[src/rtl/pipeline_hazard_ctrl.sv]
// ---------------------------------------------------------------------------
// pipeline_hazard_ctrl
//
// Sequences the IF/ID front end around the instruction decoder:
//   - stalls fetch/decode for a load-use hazard against the EX-stage load
//   - redirects the PC for J/JAL (target computed in ID)
//   - holds fetch while EX resolves conditional branches and JR/JALR
//   - drives PC write, IF/ID write/flush and ID/EX bubble controls
//
// Parameters
//   LOAD_STALL_CYCLES  total stall cycles per load-use hazard (1..7)
//   BR_TIMEOUT         max cycles spent waiting in S_BRANCH (1..255)
//   STALL_CNT_W        width of the saturating stall-cycle counter
//
// Ports
//   i_clk, i_rst         clock / synchronous active-high reset
//   i_id_rs, i_id_rt     operand fields of the instruction in ID
//   i_id_uses_rt         ID instruction reads rt
//   i_id_pc_modify       ID instruction changes the PC
//   i_id_addr_type       00 register, 01 J-target, 10 branch
//   i_ex_mem_op          EX instruction is a memory op
//   i_ex_mem_type        0 load, 1 store
//   i_ex_rt              EX load destination register
//   i_br_resolved        EX resolved branch/JR this cycle (pulse)
//   i_br_taken           branch outcome, valid with i_br_resolved
//   i_dbg_step_mode      (DBG_STEP_EN only) single-step mode enable
//   i_dbg_step           (DBG_STEP_EN only) execute one cycle
//   o_pc_write           PC updates
//   o_pc_src_jump        select J/JAL target from ID
//   o_pc_src_branch      select EX branch/JR target
//   o_ifid_write         IF/ID latch loads
//   o_ifid_flush         IF/ID loads NOP
//   o_idex_bubble        ID/EX loads NOP
//   o_pipe_en            global enable for later stages
//   o_state              S_RUN=0, S_LOAD_STALL=1, S_BRANCH=2, S_HALT=3
//   o_stall_cnt          saturating count of cycles with o_pc_write==0
//   o_br_timeout         one-cycle pulse when a branch wait times out
//
// Optional feature: define DBG_STEP_EN to add the single-step debug ports.
// Without it the debug ports are absent, o_pipe_en is tied high and S_HALT
// is never reported.
// ---------------------------------------------------------------------------
module pipeline_hazard_ctrl #(
  parameter int unsigned LOAD_STALL_CYCLES = 1,
  parameter int unsigned BR_TIMEOUT        = 15,
  parameter int unsigned STALL_CNT_W       = 32
) (
  input  logic                   i_clk,
  input  logic                   i_rst,
  input  logic [4:0]             i_id_rs,
  input  logic [4:0]             i_id_rt,
  input  logic                   i_id_uses_rt,
  input  logic                   i_id_pc_modify,
  input  logic [1:0]             i_id_addr_type,
  input  logic                   i_ex_mem_op,
  input  logic                   i_ex_mem_type,
  input  logic [4:0]             i_ex_rt,
  input  logic                   i_br_resolved,
  input  logic                   i_br_taken,
`ifdef DBG_STEP_EN
  input  logic                   i_dbg_step_mode,
  input  logic                   i_dbg_step,
`endif
  output logic                   o_pc_write,
  output logic                   o_pc_src_jump,
  output logic                   o_pc_src_branch,
  output logic                   o_ifid_write,
  output logic                   o_ifid_flush,
  output logic                   o_idex_bubble,
  output logic                   o_pipe_en,
  output logic [1:0]             o_state,
  output logic [STALL_CNT_W-1:0] o_stall_cnt,
  output logic                   o_br_timeout
);

  localparam logic [1:0] S_RUN        = 2'd0;
  localparam logic [1:0] S_LOAD_STALL = 2'd1;
  localparam logic [1:0] S_BRANCH     = 2'd2;
  localparam logic [1:0] S_HALT       = 2'd3;

  // The first stall cycle is spent in S_RUN, so S_LOAD_STALL only covers
  // the remaining LOAD_STALL_CYCLES-1 cycles.
  localparam bit         MULTI_STALL = (LOAD_STALL_CYCLES > 1);
  localparam logic [2:0] STALL_INIT  = 3'(LOAD_STALL_CYCLES - 1);
  // Timer counts completed wait cycles; the BR_TIMEOUT-th cycle is the last.
  localparam logic [7:0] TMO_LAST    = 8'(BR_TIMEOUT - 1);

  logic [1:0]             state_q, state_d;
  logic [2:0]             cnt_q, cnt_d;
  logic [7:0]             timer_q, timer_d;
  logic [STALL_CNT_W-1:0] stall_cnt_q;

  // Nominal (un-gated) control outputs of the FSM
  logic nom_pc_write;
  logic nom_pc_src_jump;
  logic nom_pc_src_branch;
  logic nom_ifid_write;
  logic nom_ifid_flush;
  logic nom_idex_bubble;
  logic nom_br_timeout;

  logic hazard;
  logic halt;

`ifdef DBG_STEP_EN
  // Halted whenever step mode is on and no step is requested this cycle.
  assign halt = i_dbg_step_mode & ~i_dbg_step;
`else
  assign halt = 1'b0;
`endif

  // Load-use hazard; r0 is hard-wired zero so it never creates a dependency.
  assign hazard = i_ex_mem_op & ~i_ex_mem_type & (i_ex_rt != 5'd0) &
                  ((i_ex_rt == i_id_rs) | (i_id_uses_rt & (i_ex_rt == i_id_rt)));

  always_comb begin
    state_d           = state_q;
    cnt_d             = cnt_q;
    timer_d           = timer_q;
    nom_pc_write      = 1'b1;
    nom_pc_src_jump   = 1'b0;
    nom_pc_src_branch = 1'b0;
    nom_ifid_write    = 1'b1;
    nom_ifid_flush    = 1'b0;
    nom_idex_bubble   = 1'b0;
    nom_br_timeout    = 1'b0;

    case (state_q)
      S_RUN: begin
        if (hazard) begin
          // Stall wins over any control transfer; the ID instruction is
          // re-evaluated once the stall ends.
          nom_pc_write    = 1'b0;
          nom_ifid_write  = 1'b0;
          nom_idex_bubble = 1'b1;
          if (MULTI_STALL) begin
            cnt_d   = STALL_INIT;
            state_d = S_LOAD_STALL;
          end
        end else if (i_id_pc_modify && (i_id_addr_type == 2'b01)) begin
          nom_pc_src_jump = 1'b1;
          nom_ifid_flush  = 1'b1;
        end else if (i_id_pc_modify) begin
          // Branch/JR proceeds to EX; fetch waits for resolution.
          nom_pc_write   = 1'b0;
          nom_ifid_flush = 1'b1;
          timer_d        = 8'd0;
          state_d        = S_BRANCH;
        end
      end

      S_LOAD_STALL: begin
        nom_pc_write    = 1'b0;
        nom_ifid_write  = 1'b0;
        nom_idex_bubble = 1'b1;
        cnt_d           = cnt_q - 3'd1;
        if (cnt_q == 3'd1) begin
          state_d = S_RUN;
        end
      end

      S_BRANCH: begin
        nom_pc_write    = 1'b0;
        nom_ifid_flush  = 1'b1;
        nom_idex_bubble = 1'b1;
        timer_d         = timer_q + 8'd1;
        // A resolution arriving in the timeout cycle takes precedence.
        if (i_br_resolved) begin
          nom_pc_write      = 1'b1;
          nom_pc_src_branch = i_br_taken;
          state_d           = S_RUN;
        end else if (timer_q == TMO_LAST) begin
          nom_br_timeout = 1'b1;
          nom_pc_write   = 1'b1;
          state_d        = S_RUN;
        end
      end

      default: begin
        state_d = S_RUN;
      end
    endcase
  end

  // Output stage: reset forces a safe pipeline, halt silences everything.
  always_comb begin
    o_pc_write      = nom_pc_write;
    o_pc_src_jump   = nom_pc_src_jump;
    o_pc_src_branch = nom_pc_src_branch;
    o_ifid_write    = nom_ifid_write;
    o_ifid_flush    = nom_ifid_flush;
    o_idex_bubble   = nom_idex_bubble;
    o_pipe_en       = 1'b1;
    o_br_timeout    = nom_br_timeout;
    o_state         = state_q;
    if (i_rst) begin
      o_pc_write      = 1'b0;
      o_pc_src_jump   = 1'b0;
      o_pc_src_branch = 1'b0;
      o_ifid_write    = 1'b0;
      o_ifid_flush    = 1'b1;
      o_idex_bubble   = 1'b1;
      o_br_timeout    = 1'b0;
    end else if (halt) begin
      o_pc_write      = 1'b0;
      o_pc_src_jump   = 1'b0;
      o_pc_src_branch = 1'b0;
      o_ifid_write    = 1'b0;
      o_ifid_flush    = 1'b0;
      o_idex_bubble   = 1'b0;
      o_pipe_en       = 1'b0;
      o_br_timeout    = 1'b0;
      o_state         = S_HALT;
    end
  end

  always_ff @(posedge i_clk) begin
    if (i_rst) begin
      state_q     <= S_RUN;
      cnt_q       <= 3'd0;
      timer_q     <= 8'd0;
      stall_cnt_q <= '0;
    end else if (!halt) begin
      state_q <= state_d;
      cnt_q   <= cnt_d;
      timer_q <= timer_d;
      // Saturate at all-ones rather than wrap.
      if (!nom_pc_write && (stall_cnt_q != '1)) begin
        stall_cnt_q <= stall_cnt_q + STALL_CNT_W'(1);
      end
    end
  end

  assign o_stall_cnt = stall_cnt_q;

endmodule
[config.mk]
export PLATFORM = sky130hd
export DESIGN_NAME = pipeline_hazard_ctrl
export DESIGN_NICKNAME = d
export VERILOG_FILES = /design/src/rtl/pipeline_hazard_ctrl.sv
export SDC_FILE = /design/constraint.sdc
export NUM_CORES = 1
export LEC_CHECK = 0
export CAP_MARGIN = 20
export CORE_ASPECT_RATIO = 0.9
export CORE_UTILIZATION = 52
export DETAILED_ROUTE_END_ITERATION = 10
export PLACE_DENSITY = 0.85
export SLEW_MARGIN = 10
export SYNTH_ARGS = -nofsm -noshare
export SYNTH_HDL_FRONTEND = slang
export SYNTH_SLANG_ARGS = --single-unit
[constraint.sdc]
create_clock -name i_clk -period 6.5 [get_ports i_clk]
set_clock_uncertainty 0.05 [all_clocks]
set_input_delay 0.975 -clock i_clk [delete_from_list [all_inputs] [get_ports i_clk]]
set_output_delay 0.975 -clock i_clk [all_outputs]
set_load 0.02 [all_outputs]
==> results <==
- The wire length of the first global-routing pass is 9.54 mm.
- Subtracting the final worst setup slack from the clock period gives approximately 4.5 ns.
- Across the whole layout, storage elements account for 821 µm².
- For met1 alone, demand over resource in global routing was around 30%.
- After clock tree synthesis, the clock-pin slew on the worst setup and hold paths is 0.07 ns.
- Detailed routing inserted a total of about 2,500 vias.
- STA puts the critical path data arrival time at 3.51 ns.
- The peak-usage layer in the global routing report is met2.
- The synthesized-area fraction occupied by adder cells is 1.51%.
- Along the worst path, the maximum fanout reaches 4.
- The share of the cycle needed by the critical path after routing is 69.8%.
- The post-synthesis share of cell area spent on xor and xnor gates is ~4.2%.
- Leaving out fill and tap cells, the most frequent cell in the layout is clkdlybuf4s50_1.
- In this run the critical register-to-register path is captured at o_stall_cnt[12].
- In this run the remaining antenna-violating nets after routing total 0.
- After synthesis the cells add up to 2480 µm².
- Walking the worst path, the cells encountered are clkdlybuf4s50_1 -> or4_1 -> o21ai_0 -> o21ai_0 -> nor4_1 -> clkdlybuf4s50_1.
- The tree is rooted in a clkbuf_8.
- The total area inside the core boundary comes to about 4500 µm².
- Once routing completed, OpenROAD measured the worst setup slack at a little under 2 ns.
- The final setup violation count is 0.
- After synthesis, the largest family of logic cells by area is simple AND/OR/NAND/NOR gates.
- The average footprint of a synthesized cell is a little over 8 µm².
- Summing the sequential cell areas from Yosys gives 33.1% of the chip area.
- The area added between synthesis and finish is 27.7%.
- The total power density per cell area is 153 nW/µm².
- The sort of element at the start of the critical path is an input pin.
- The transition time at the pin with the least slew margin is 0.904 ns.
- The filler cell count is 375.
- In this run the count of I/O pins placed on the die edge is 67.
- Before antenna repair, the detailed router went through 4 iterations.
- Counting flops with an async set or reset pin after synthesis yields a share of 0%.
- The total inserted antenna cells is 0.
- The top cell types in the final layout, fill and taps aside, are clkdlybuf4s50_1, dfxtp_1, o21ai_0, nand2_1, nor2_1.
- The die covers 5050 µm².
- The endpoint type of the worst setup path is an output pin.
- The post-route netlist has 6.09% of its cells at a drive strength greater than 1.
- The initial antenna violation count is 0.
- For this configuration, the core starts out at a cell density of 54.9%.
- The total overflow left after global routing is 0.
- The final layout contains routed wiring with a total length of approximately 5.7 mm.
- For flop-to-flop paths, the worst setup slack is 3.70 ns.
- In this run the cell area measured after placement is 3090 µm².
- Prior to clock tree synthesis, the placed netlist has a worst setup slack of 2.00 ns.
- The DRC violations left is 0.
- Using the TritonRoute via totals, the vias-per-cell ratio works out to ~6.
- Counting instances, the worst hold path has a depth of 2.
- In this run, distinct cell masters in the synthesized netlist total between 40 and 50.
- The number of register bits inferred by synthesis is 41.
- The final net count is 388.
- The multi-input combinational cells in the finished layout cover a total of 1520 µm².
- Input and output buffers added on the ports amount to 64.
- The total power consumption of the routed design is ~0.00048 W.
- The max capacitance violation total is 0.
- The final number of max-transition violations came to 0.
- The number of warnings reported in the yosys synthesis log is 0.
- The floorplan has 23 rows.
- The violation count after the first detailed-route iteration is about 240.
- The path depth of the worst reg2reg path is 6.
- Timing would allow up to 220 MHz.
- The number of nets handed over by synthesis was roughly 330.
- The last weighted congestion value of the routability-driven placer is between 0.7 and 0.8.
- The worst hold path terminates at o_stall_cnt[31].
- The source of the worst register-to-register timing path is o_stall_cnt[8].
- The final instance area is 3170 µm².
- The overall track demand over capacity in global routing is 24.3%.
- The critical path crosses 6 cells after its start point.
- The reported leakage power is 1.06 nW.
- The number of global-route vias before repair came to 2,159.
- The clock net in this run drives a total of 41 sinks.
- The count of buffer and inverter cells on the critical path is 2.
- The type of the worst setup path is input pin to output pin.
- Summing the areas of all compound-gate instances in the mapped netlist gives 14.5% of the synthesized area.
- The number of hold-repair buffers added at the cts stage is 0.
- The worst hold path belongs to the class flop to flop.
- The cell count after synthesis is 306.
- Yosys mapped a number of flops with a built-in enable equal to 0.
- The maximum number of pins on one net before global-route repair is 56.
- Among cell families on the critical path, the largest total delay comes from buffers and inverters.
- The met2 track utilization from global routing is 41.9%.
- Detailed placement finished with a half-perimeter wire length of just over 4 mm.
- TritonCTS built the clock tree.
- The count of endpoints failing hold in the final timing report came to 0.
- The mux share of post-synthesis cell area is 4.49%.
- Setup repair after global routing left no endpoint under its margin.
- The area fraction in and, or, nand and nor cells after synthesis is 36.1%.
- The required arrival time at the worst endpoint is 5.47 ns.
- The maximum clock insertion buffer count is 2.
- The width of the chip is 74.8 µm.
- The clock reaches the later pin of the worst-skew pair after approximately 0.29 ns.
- The run finished with clean final reports.
- The worst pin sits at a relative slew slack of between 30% and 40%.
- The worst hold path begins at o_stall_cnt[31].
- In this design, the stage delay of the slowest critical-path cell is 0.66 ns.
- Among all flip-flop cells after synthesis, the most frequent one is dfxtp_1.
- Global routing consumed, on the met3 layer, 6.12% of the routing resources.
- The number of levels the H-tree was split into is 2.
- The worst setup path startpoint is i_ex_rt[1].
- The setup fix buffers added after clock tree synthesis is 0.
- The sum of negative setup slack is 0 ns.
- For this design, the slowest cell found on the critical path is clkdlybuf4s50_1.
- After clock tree synthesis, the repair step resized 0 gates.
- The number of buffers created by CTS is 5.
- In this run the vertical extent of the chip is between 60 and 70 µm.
- The detailed-route wire length per cell is 13.4 µm.
- IR analysis of the VDD net gives a maximum drop of 0.0736 mV.
## flip-flops by register name, indices dropped and copies added (netlist names)
signal	cells
timer_q	8
state_q	1
o_stall_cnt	32
## Yosys cell counts (7+ instances only)
cell type | count | area share [%]
a21oi_1 | 18 | 3.6
and3_1 | 8 | 2.0
and4_1 | 9 | 3.2
clkbuf_1 | 9 | 1.4
dfxtp_1 | 41 | 33
mux2_2 | 9 | 4.1
nand2_1 | 23 | 3.5
nand3_1 | 12 | 2.4
nand4_1 | 12 | 3.0
nor2_1 | 21 | 3.2
nor2b_1 | 11 | 2.8
nor3_1 | 11 | 2.2
o21ai_0 | 23 | 4.6
or3_1 | 16 | 4.0
or4_1 | 7 | 2.1
xor2_1 | 9 | 3.2
## power breakdown
group          switching [W]  total [W]  internal [W]
Sequential        0.00000430   0.000258      0.000253
Combinational      0.0000362  0.0000671     0.0000309
Clock              0.0000832   0.000160     0.0000764
Total               0.000124   0.000484      0.000361
## stage by stage
step	instances	hold slack (ns)	util, %
finish	423	0.444	70.1
global route	423	0.474	70.1
CTS	423	0.444	70.1
detailed placement	415	0.432	68.3
global placement	415	0.422	68.3
floorplan	306	0.422	-
## cell type report
cell class	count	share of cell area [%]
Tap cell	62	2.45
Sequential cell	41	25.9
Clock buffer	8	2.53
Multi-Input combinational cell	242	47.9
Inverter	4	0.474
Timing Repair Buffer	66	20.7
## metal layers
metal	share of wire, %	up-vias
li1	-	1231
met1	44	1157
met2	48	96
met3	7.1	4
met4	0.60	0
met5	0	-
## worst min-delay path, stage by stage (launching register included)
cell,delay [ns]
dfxtp_1,0.33
o31ai_1,0.07
a21oi_1,0.05
## cells by family (layout without fill, tap and decap cells)
kind of cell | Yosys count | in the layout
mux | 10 | 10
fa+ha+maj | 3 | 3
buf+inv | 23 | 78
other cells | 2 | 2
simple gates | 155 | 155
xor+xnor | 12 | 12
flops | 41 | 41
compound gates | 60 | 60
## how the worst max path moves through the flow
stage	endpoint	slack [ns]
after global placement	o_pc_src_jump	2.04
final	o_pc_src_jump	1.96
after CTS	o_pc_src_jump	1.98
after global routing	o_pc_src_jump	1.86
after detailed placement	o_pc_src_jump	2.00
after floorplan	o_pc_src_jump	2.82
(Power assumes the default switching activity.)
